==> src/rtl/root_seq.sv <==
// root_seq: operand FIFO in front of an iterative square-root unit, one operation
// in flight, a held result register towards the consumer and a launch watchdog.
module root_seq #(
  parameter int unsigned FIFO_DEPTH = 4,
  parameter int unsigned TIMEOUT    = 64
) (
  input  logic                        clk_i,
  input  logic                        rst_i,
  input  logic                        in_valid_i,
  output logic                        in_ready_o,
  input  logic [15:0]                 in_data_bi,
  output logic                        out_valid_o,
  input  logic                        out_ready_i,
  output logic [7:0]                  out_data_bo,
  output logic [15:0]                 out_arg_bo,
  output logic                        root_start_o,
  output logic [15:0]                 root_x_bo,
  input  logic [7:0]                  root_y_bi,
  input  logic [1:0]                  root_busy_bi,
  output logic                        err_o,
  output logic [$clog2(FIFO_DEPTH):0] level_o
);

  localparam int unsigned PW = $clog2(FIFO_DEPTH);
  localparam int unsigned LW = PW + 1;
  localparam int unsigned CW = $clog2(TIMEOUT + 1);

  typedef enum logic [2:0] {
    S_IDLE      = 3'd0,
    S_LAUNCH    = 3'd1,
    S_WAIT_BUSY = 3'd2,
    S_WAIT_DONE = 3'd3,
    S_HOLD      = 3'd4
  } state_e;

  logic [15:0]   mem_q [FIFO_DEPTH];
  logic [PW-1:0] wr_ptr_q;
  logic [PW-1:0] rd_ptr_q;
  logic [LW-1:0] level_q;
  logic [LW-1:0] level_d;
  logic          in_ready_q;

  state_e        state_q;
  logic          start_q;
  logic [15:0]   x_q;
  logic [15:0]   arg_q;
  logic [7:0]    data_q;
  logic          valid_q;
  logic          err_q;
  logic [CW-1:0] wd_q;

  logic          push_s;
  logic          launch_s;
  logic [15:0]   head_s;
  logic [CW-1:0] wd_inc_s;
  logic          expired_s;

  always_comb begin
    push_s    = in_valid_i & in_ready_q;
    launch_s  = (state_q == S_IDLE) && (level_q != {LW{1'b0}}) &&
                (root_busy_bi == 2'b00) && !valid_q;
    head_s    = mem_q[rd_ptr_q];
    wd_inc_s  = wd_q + CW'(1);
    expired_s = (wd_inc_s == CW'(TIMEOUT));
    if (push_s && !launch_s) begin
      level_d = level_q + LW'(1);
    end else if (!push_s && launch_s) begin
      level_d = level_q - LW'(1);
    end else begin
      level_d = level_q;
    end
  end

  // Operand storage; contents are only meaningful between the pointers.
  always_ff @(posedge clk_i) begin
    if (push_s) begin
      mem_q[wr_ptr_q] <= in_data_bi;
    end
  end

  always_ff @(posedge clk_i) begin
    if (rst_i) begin
      wr_ptr_q   <= {PW{1'b0}};
      rd_ptr_q   <= {PW{1'b0}};
      level_q    <= {LW{1'b0}};
      in_ready_q <= 1'b0;
    end else begin
      if (push_s) begin
        wr_ptr_q <= wr_ptr_q + PW'(1);
      end
      if (launch_s) begin
        rd_ptr_q <= rd_ptr_q + PW'(1);
      end
      level_q    <= level_d;
      in_ready_q <= (level_d < LW'(FIFO_DEPTH));
    end
  end

  // Launch/collect sequencer; a finished result wins over a simultaneous expiry.
  always_ff @(posedge clk_i) begin
    if (rst_i) begin
      state_q <= S_IDLE;
      start_q <= 1'b0;
      x_q     <= 16'd0;
      arg_q   <= 16'd0;
      data_q  <= 8'd0;
      valid_q <= 1'b0;
      err_q   <= 1'b0;
      wd_q    <= {CW{1'b0}};
    end else begin
      case (state_q)
        S_IDLE: begin
          if (launch_s) begin
            x_q     <= head_s;
            arg_q   <= head_s;
            start_q <= 1'b1;
            wd_q    <= {CW{1'b0}};
            state_q <= S_LAUNCH;
          end else begin
            state_q <= S_IDLE;
          end
        end
        S_LAUNCH: begin
          start_q <= 1'b0;
          state_q <= S_WAIT_BUSY;
        end
        S_WAIT_BUSY: begin
          wd_q <= wd_inc_s;
          if (expired_s) begin
            err_q   <= 1'b1;
            state_q <= S_IDLE;
          end else if (root_busy_bi != 2'b00) begin
            state_q <= S_WAIT_DONE;
          end else begin
            state_q <= S_WAIT_BUSY;
          end
        end
        S_WAIT_DONE: begin
          wd_q <= wd_inc_s;
          if (root_busy_bi == 2'b00) begin
            data_q  <= root_y_bi;
            valid_q <= 1'b1;
            state_q <= S_HOLD;
          end else if (expired_s) begin
            err_q   <= 1'b1;
            state_q <= S_IDLE;
          end else begin
            state_q <= S_WAIT_DONE;
          end
        end
        S_HOLD: begin
          if (out_ready_i) begin
            valid_q <= 1'b0;
            state_q <= S_IDLE;
          end else begin
            state_q <= S_HOLD;
          end
        end
        default: begin
          start_q <= 1'b0;
          valid_q <= 1'b0;
          state_q <= S_IDLE;
        end
      endcase
    end
  end

  assign in_ready_o   = in_ready_q;
  assign level_o      = level_q;
  assign root_start_o = start_q;
  assign root_x_bo    = x_q;
  assign out_valid_o  = valid_q;
  assign out_data_bo  = data_q;
  assign out_arg_bo   = arg_q;
  assign err_o        = err_q;

endmodule

==> config.mk <==
export PLATFORM = sky130hd
export DESIGN_NAME = root_seq
export DESIGN_NICKNAME = d
export VERILOG_FILES = /design/src/rtl/root_seq.sv
export SDC_FILE = /design/constraint.sdc
export NUM_CORES = 1
export LEC_CHECK = 0
export CAP_MARGIN = 15
export CORE_UTILIZATION = 48
export DETAILED_ROUTE_END_ITERATION = 8
export HOLD_SLACK_MARGIN = 0.03
export PLACE_DENSITY_LB_ADDON = 0.12
export SLEW_MARGIN = 30
export SYNTH_ARGS = -nofsm -noshare
export SYNTH_HDL_FRONTEND = slang
export SYNTH_SLANG_ARGS = --single-unit
==> constraint.sdc <==
create_clock -name clk_i -period 2.1 [get_ports clk_i]
set_input_delay 0.315 -clock clk_i [delete_from_list [all_inputs] [get_ports clk_i]]
set_output_delay 0.315 -clock clk_i [all_outputs]
set_load 0.02 [all_outputs]
After elaboration in Yosys (flattened, before gate mapping):

Memories as Yosys holds them, arrays and structs flattened. A register that Yosys moved wholly into a read port is not among the register bits.
Cells that the tools add are included.
Widths: inputs -> output; s select.

* bits in registers: 29
* bits in writable memories: 64
* input bits: 30
* memories: 1

* add/sub/neg operators: 5
* order comparisons: 1
* equality and inequality tests: 9
* muxes and demuxes: 21
* bitwise operators: 3
* reduce and logical (&&, ||, !) cells: 23

Memories
* mem_q: words 4, width 16, rd ports 1, clocked after memory_dff 1, write ports 1, line 36 `logic [15:0] mem_q [FIFO_DEPTH];`

Operators by type and width (number)
* $pmux 3 s5: 1
* $pmux 7 s2: 1
* $mux 3: 4
* $reduce_and 2->1: 5
* $mux 1: 9
* $ne 2x2->1 const B: 4
* $add 7x1->7 const B: 1
* $eq 7x7->1 const B: 1
* $mux 7: 1
* $eq 3x2->1 const B: 2
* $reduce_bool 2->1: 3
* $reduce_or 3->1: 2
* $logic_and 1x1->1: 5
* $add 2x1->2 const B: 2
* $mux 2: 2
* $pmux 1 s2: 2
* $add 3x1->3 const B: 1
* $eq 3x1->1 const B: 1
* $eq 3x3->1 const B: 1
* $logic_not 1->1: 3
* $logic_not 3->1: 1
* $lt 3x3->1 const B: 1
* $pmux 1 s3: 1
* $reduce_and 3->1: 1
* 6 further kinds: 7

Depth between registers and ports, before layout:

Gate-level depths: netlist (run 1).

* depth in word-level cells: 8
* depth in mapped cells: 10
* gate-level depth less buffers: 9

Least setup slack after synthesis (run 1):

Ideal clock, no wire load.

* kind: flip-flop to flip-flop
* start point: reg level_q[0], in the netlist level_o[0]
* end point: reg level_q[2], in the netlist level_o[2]
* library setup time: 0.115 ns
* data arrival time: 2.154 ns
* required time: 1.985 ns
* setup slack: -0.169 ns
* stages on the path, launching flop included: 10
* cell sequence: dfxtp_1 inv_1 ha_1 nand2b_1 clkbuf_1 nand3_1 ha_1 and2_1 or3_1 and3_1

* word-level cells in the longest chain between the ends: 7
* elaborated cells between the ends (all ways): 11
* classes of those cells: add/sub: 2; mux: 2; reduce/logical: 7

Ends and longest elaborated chain
* start: declaration: line 39 `logic [LW-1:0] level_q;`
* start signal: assignment: line 85 `level_q <= {LW{1'b0}};`
* start signal: assignment: line 94 `level_q <= level_d;`
* branches (longest 6 deep; another with $sub 3x1->3)
* $mux 3 *: line 65 `if (push_s && !launch_s) begin`

Mark *: on every way between the ends.
A chain may end at the register's enable or synchronous reset.

Worst setup path in the final report (run 1):

Same ends and word-level chain as after synthesis.

==> key figures, run 1 <==
Route
  • Drt first pass iters: 4
  • Routed Antenna Nets: 0
  • Via count: 3072
  • Vias/cell: 5.545
  • # DRC: 0
  • Starting DRC count in detailed routing: 213
  • DRT Wirelength: 9276 um
  • Drt wl/cell: 16.74 um

Pwr
  • Sequential Power Share: 0.564
  • Pint: 3.123 mW
  • Pwr dens: 726.7 nW/um^2
  • Total power: 4.161 mW
  • Clock power share: 0.320
  • Logic gate share of total power: 0.116
  • Leakage power: 1.892 nW
  • Worst vdd ir: 523.4 uV
  • Switching share of total power: 0.2495
  • Psw: 1.038 mW

Outcome
  • Status: complete, no violations

Synthesis
  • Area contributors post-synth: edfxtp_1 42%, dfxtp_1 20%, mux4_2 7.9%, a21oi_1 3.4%, o31ai_1 2.9%
  • Area leader, netlist: edfxtp_1
  • Synth Instances: 348
  • Synth Cell Area: 4587 um^2
  • Ys Warns: 0
  • EDFF count, synth: 64
  • Sequential share of the synthesized area: 0.6154
  • #FFs+latches synth: 109
  • Synth Area per Inst: 13.18 um^2
  • Synth Flop Type: edfxtp_1
  • Syn_nets: 388
  • Synth top area share: 0.4190
  • Asr flop ratio synth: 0
  • Post-synth cell types: 50

STA
  • Setup ws final: 198.5 ps
  • Fin crit period: 1901 ps
  • Clock Skew: 13.21 ps
  • Setup_tns: 0 ps
  • Final period util: 0.9055
  • Final setup vio count: 0
  • Slew margin rel.: 0.6141
  • Final Hold Fails: 0
  • Pin slew with the least headroom to its limit: 577.6 ps
  • Fmax achieved: 525.9 MHz
  • Max-slew violation count: 0
  • RSZ-0062 raised after global routing: no

Critical path
  • Worst-path maximum fanout: 5
  • Worst EP arrival: 2170 ps
  • Cell mode on critical path: ha_1
  • Critical-path top delay cell: dfxtp_2
  • Worst-path cell chain: inv_1, ha_1, nand2b_1, nand3_1, ha_1, and2_1, or3_1, and3_1
  • Crit start category: flip-flop
  • Critical Path Max Stage Delay: 380 ps
  • Endpoint type of the worst setup path: flip-flop
  • Worst Reg2Reg Path Length in Cells: 8
  • Worst Setup Path Type: flip-flop to flip-flop
  • WP data required: 2360 ps

Final layout
  • Non-Filler Instances: 554
  • Fillers: 724
  • Finished Cell Area: 5725 um^2
  • Share of cells above drive strength 1: 0.1624
  • Final nets: 460
  • Commonest non-fill, non-tap cell in the layout: clkdlybuf4s50_1
  • Most frequent cells in the layout: 76 x clkdlybuf4s50_1, 64 x edfxtp_1, 43 x dfxtp_1
  • P&R area growth vs syn: 24.82%
  • Ant diodes: 0

CTS
  • Clk_lat worst skew: 360 ps
  • Post-CTS Setup Bufs: 0
  • Root Driver: clkbuf_8
  • Max H-tree Level: 3
  • Cts repair resizes: 0
  • CTS tree: built
  • Hold-fix buffer count after cts: 0
  • Total CTS buffers: 9
  • Clock sink count: 109
  • Clock transition at path regs: 100 ps
  • Number of buffers on the longest clock path: 2

Placement
  • Gpl congestion: 0.8140
  • Dpl ws: -55.02 ps
  • Post-DP HPWL: 6435 um
  • I/O Buffers: 76
  • DP Area: 5507 um^2
  • Placed Cells: 538

Worst hold path
  • Hold Crit Class: flip-flop to flip-flop
  • Hold depth: 2

Floorplanning
  • Die width: 99.76 um
  • Initial Utilization: 0.4964
  • Core area: 9240 um^2
  • Die height: 99.76 um
  • Io pins: 77
  • Site Rows: 35
  • Die area: 9951 um^2

Global route
  • Initial antenna violation count: 0
  • First-pass GRT wire length: 15170 um
  • Vias in the first global route: 3022
  • Pin count of the biggest net entering global routing: 34
  • All-Layer GR Usage: 0.1986
  • Total congestion overflow: 0

Flow run
  • MaxCap Viol Count: 0
[per-layer routing]
metal / routed length, um / track usage
met5: 0 / 0
met4: 48 / 0.04864
met3: 599 / 0.03865
met2: 4634 / 0.3353
met1: 3993 / 0.2653
[logic make-up after synthesis]
group,after synthesis,synth area share
AOI/OAI and AO/OA,80,0.1116
muxes,18,0.08320
adders and majority gates,10,0.02728
and+or+nand+nor,80,0.1023
xor gates and xnor gates,1,0.001910
buffers and inverters,50,0.05837
DFF,109,0.6154
[per-stage QoR]
step           hold WS [ps]  utilization
2_1_floorplan         413.9            -
3_3_place_gp          464.1       0.5959
3_5_place_dp          467.7       0.5959
4_1_cts               486.2       0.6196
5_1_grt               515.4       0.6196
6_report              484.1       0.6196
[worst paths after layout]
| kind | from | end | slack [ps] |
|---|---|---|---|
| worst min register to register | out_data_bo[5] | out_data_bo[5] | 480 |
| worst min-delay path | out_data_bo[5] | out_data_bo[5] | 480 |
| worst max-delay path | level_o[0] | level_o[2] | 200 |
| worst max register to register | level_o[0] | level_o[2] | 200 |
[power groups by stage]
stage | clock [mW] | sequential [mW] | combinational, mW
2_1_floorplan | 0 | 2.41 | 0.259
3_3_place_gp | 0 | 2.40 | 0.477
3_5_place_dp | 0 | 2.40 | 0.486
4_1_cts | 1.37 | 2.35 | 0.488
5_1_grt | 1.46 | 2.36 | 0.526
6_report | 1.33 | 2.35 | 0.482
[sequential cells by signal (all words and copies together), names as in the netlist]
register and cells:
err_o 1, in_ready_o 1, level_o 3, mem_q 64, out_arg_bo 16, out_data_bo 8, out_valid_o 1, rd_ptr_q 2
root_start_o 1, state_q 3, wd_q 7, wr_ptr_q 2
[layout make-up]
class,count,area [um^2],area share
inverters,9,33.78,0.005900
repair buffers,102,980.9,0.1713
multi-input cells,189,1505,0.2629
clock inverters,7,95.09,0.01661
clock buffers,9,123.9,0.02163
flip-flops and latches,109,2825,0.4934
well taps,129,161.4,0.02819
[cell usage after synthesis (2+ instances only)]
cell type	count
or4_1	2
nor3_1	2
nand4_1	18
nand2_1	11
buf_4	16
edfxtp_1	64
buf_2	4
mux4_2	16
a41oi_1	2
o2111ai_1	2
clkbuf_1	16
or3_1	2
buf_6	2
ha_1	10
o311ai_0	3
o31ai_1	18
or4b_2	3
inv_1	8
o21ai_0	12
a21oi_1	31
a211oi_1	3
buf_1	3
nand2b_1	2
nor3b_1	2
dfxtp_1	45
nor2_1	8
and3_1	5
nor2b_1	4
nand3_1	13
[critical path, delay by kind of cell, from the launching register on]
family	cells	cell delay (ps)
AND/OR/NAND/NOR	5	910
flip-flops	1	380
adder cells (fa/ha/maj)	2	440
buffers and inverters	1	70
Power figures use the tool's default switching activity.
==> run 2: changes to the inputs <==
- CELL_PAD_IN_SITES_DETAIL_PLACEMENT: not set -> 0
- CELL_PAD_IN_SITES_GLOBAL_PLACEMENT: not set -> 2
- CORE_UTILIZATION: 48 -> 32
==> run 2 against run 1 <==
Against the previous run:
- critical endpoint unchanged
- first-iteration DRC count fell by 37%
- total power rose by 8.0%
- hold slack got worse by 2.7 ps
- global-route usage fell by 4.9 points
- maximum frequency rose by 0.70%
- design area rose by 2.8%
- die area rose by 49%
- utilization fell by 20 points
- critical path type unchanged
- sequential power barely moved
- setup slack improved by 13 ps
==> key figures, run 2 (synthesis results as in run 1) <==
Outcome
  • Status: complete, no violations

Critical path
  • Critical Path Start: level_o[1]
  • Worst Reg2Reg Path Length in Cells: 9
  • Worst Setup Path Type: flip-flop to flip-flop
  • Cell mode on critical path: ha_1
  • Worst-path cell chain: inv_1, ha_1, nand2b_1, nand3_1, ha_1, buf_4, and3b_1, or3_1, and3_1
  • R2R Setup Slk: 210 ps
  • Endpoint type of the worst setup path: flip-flop
  • Worst EP arrival: 2130 ps
  • Critical R2R Launch: level_o[1]
  • Crit start category: flip-flop
  • Capture point of the worst reg-to-reg path: level_o[2]
  • Worst setup path endpoint: level_o[2]
  • Critical Path Max Stage Delay: 330 ps
  • Critical-path top delay cell: dfxtp_2
  • Worst-path maximum fanout: 3
  • WP data required: 2350 ps

Final layout
  • P&R area growth vs syn: 28.31%
  • Share of cells above drive strength 1: 0.1717
  • Final nets: 466
  • Max FFs per register: 64
  • Commonest non-fill, non-tap cell in the layout: clkdlybuf4s50_1
  • Biggest register: mem_q
  • Ant diodes: 0
  • Most frequent cells in the layout: 76 x clkdlybuf4s50_1, 64 x edfxtp_1, 43 x dfxtp_1

Route
  • DRT Wirelength: 10350 um
  • Metal-1 WL: 4853 um
  • Via count: 3060
  • Starting DRC count in detailed routing: 134
  • Drt first pass iters: 4
  • Routed Antenna Nets: 0
  • # DRC: 0
  • Drt wl/cell: 16.95 um
  • Uppermost layer routed: met4
  • Routed met3 length: 453 um
  • Vias/cell: 5.008
  • Met2 Wirelength: 4932 um

CTS
  • Post-CTS Setup Bufs: 0
  • Number of buffers on the longest clock path: 2
  • CTS tree: built
  • Hold-fix buffer count after cts: 0
  • Total CTS buffers: 9
  • Clock sink count: 109
  • Clock transition at path regs: 80 ps
  • Root Driver: clkbuf_16
  • Max H-tree Level: 3
  • Clk_lat worst skew: 350 ps
  • Cts repair resizes: 0

Pwr
  • Clock power share: 0.366
  • Pint: 3.373 mW
  • Leakage power: 1.947 nW
  • Total power: 4.495 mW
  • Switching share of total power: 0.2496
  • Sequential Power Share: 0.523
  • Psw: 1.122 mW
  • Worst vdd ir: 709.5 uV
  • Pwr dens: 763.8 nW/um^2
  • Logic gate share of total power: 0.111

Global route
  • First-pass GRT wire length: 16480 um
  • Pin count of the biggest net entering global routing: 20
  • Vias in the first global route: 3081
  • Total congestion overflow: 0
  • All-Layer GR Usage: 0.1496
  • Initial antenna violation count: 0

STA
  • Setup ws final: 211.8 ps
  • Fmax achieved: 529.6 MHz
  • Max-slew violation count: 0
  • Fin crit period: 1888 ps
  • Final setup vio count: 0
  • RSZ-0062 raised after global routing: no
  • Slew margin rel.: 0.6903
  • Fin Hold WS: 481.4 ps
  • Final Hold Fails: 0
  • Final period util: 0.8992
  • Pin slew with the least headroom to its limit: 464.6 ps
  • Clock Skew: 6.506 ps

Placement
  • I/O Buffers: 76
  • Post-DP HPWL: 7138 um
  • Gpl congestion: 0.7308
  • Dpl ws: -57.58 ps

Floorplanning
  • Die width: 121.7 um
  • Die area: 14820 um^2
  • Core area: 13930 um^2
  • Site Rows: 43
  • Initial Utilization: 0.3292
  • Die height: 121.7 um
  • Io pins: 77

Worst hold path
  • Hold depth: 2
  • Hold Crit Class: flip-flop to flip-flop

Flow run
  • MaxCap Viol Count: 0
[run 2: cell types whose count changed in the layout (fill, tap and decap cells not counted)]
cell	change
clkinv_8	-1
clkbuf_16	+9
bufinv_16	-1
clkbuf_8	-9
buf_4	+7
clkbuf_1	+1
buf_12	-1
clkinv_2	+1
[run 2: final cells by class]
type                            count  area [um^2]
Clock buffer                       10        229.0
Clock inverter                      6        53.80
Fill cell                        1317         8049
Inverter                            9        33.78
Multi-Input combinational cell    189         1505
Sequential cell                   109         2825
Tap cell                          180        225.2
Timing Repair Buffer              108         1013
[run 2: stage by stage]
stage	std cells	setup TNS (ps)	area (um^2)	utilization
3_3_place_gp	595	-53.34	5603	0.4021
2_1_floorplan	348	0	4599	-
6_report	611	0	5886	0.4224
5_1_grt	611	0	5886	0.4224
3_5_place_dp	595	-57.58	5603	0.4021
4_1_cts	611	0	5886	0.4224
[run 2: critical path, delay by kind of cell, from the launching register on]
kind	cells	cell delay, ps
buffers and inverters	2	220
flip-flops	1	330
adder cells (fa/ha/maj)	2	360
AND/OR/NAND/NOR	5	880
[run 2: per-layer routing]
metal  track usage  up-vias
li1              -     1499
met1        0.1979     1485
met2        0.2390       67
met3       0.04260        9
met4       0.04167        0
met5             0        -
[run 2: worst min path at each step]
stage,start,endpoint,slack [ps]
6_report,out_data_bo[6],out_data_bo[6],480
5_1_grt,out_data_bo[1],out_data_bo[1],500
4_1_cts,out_data_bo[6],out_data_bo[6],480
3_5_place_dp,out_data_bo[6],out_data_bo[6],470
3_3_place_gp,out_data_bo[4],out_data_bo[4],460
2_1_floorplan,in_data_bi[0],mem_q[0][0],410
[run 2: power by group through the flow]
stage | clock [mW] | sequential [mW] | combinational (mW)
6_report | 1.65 | 2.35 | 0.500
5_1_grt | 1.78 | 2.36 | 0.545
4_1_cts | 1.70 | 2.35 | 0.507
3_5_place_dp | 0 | 2.40 | 0.504
3_3_place_gp | 0 | 2.40 | 0.507
2_1_floorplan | 0 | 2.41 | 0.259
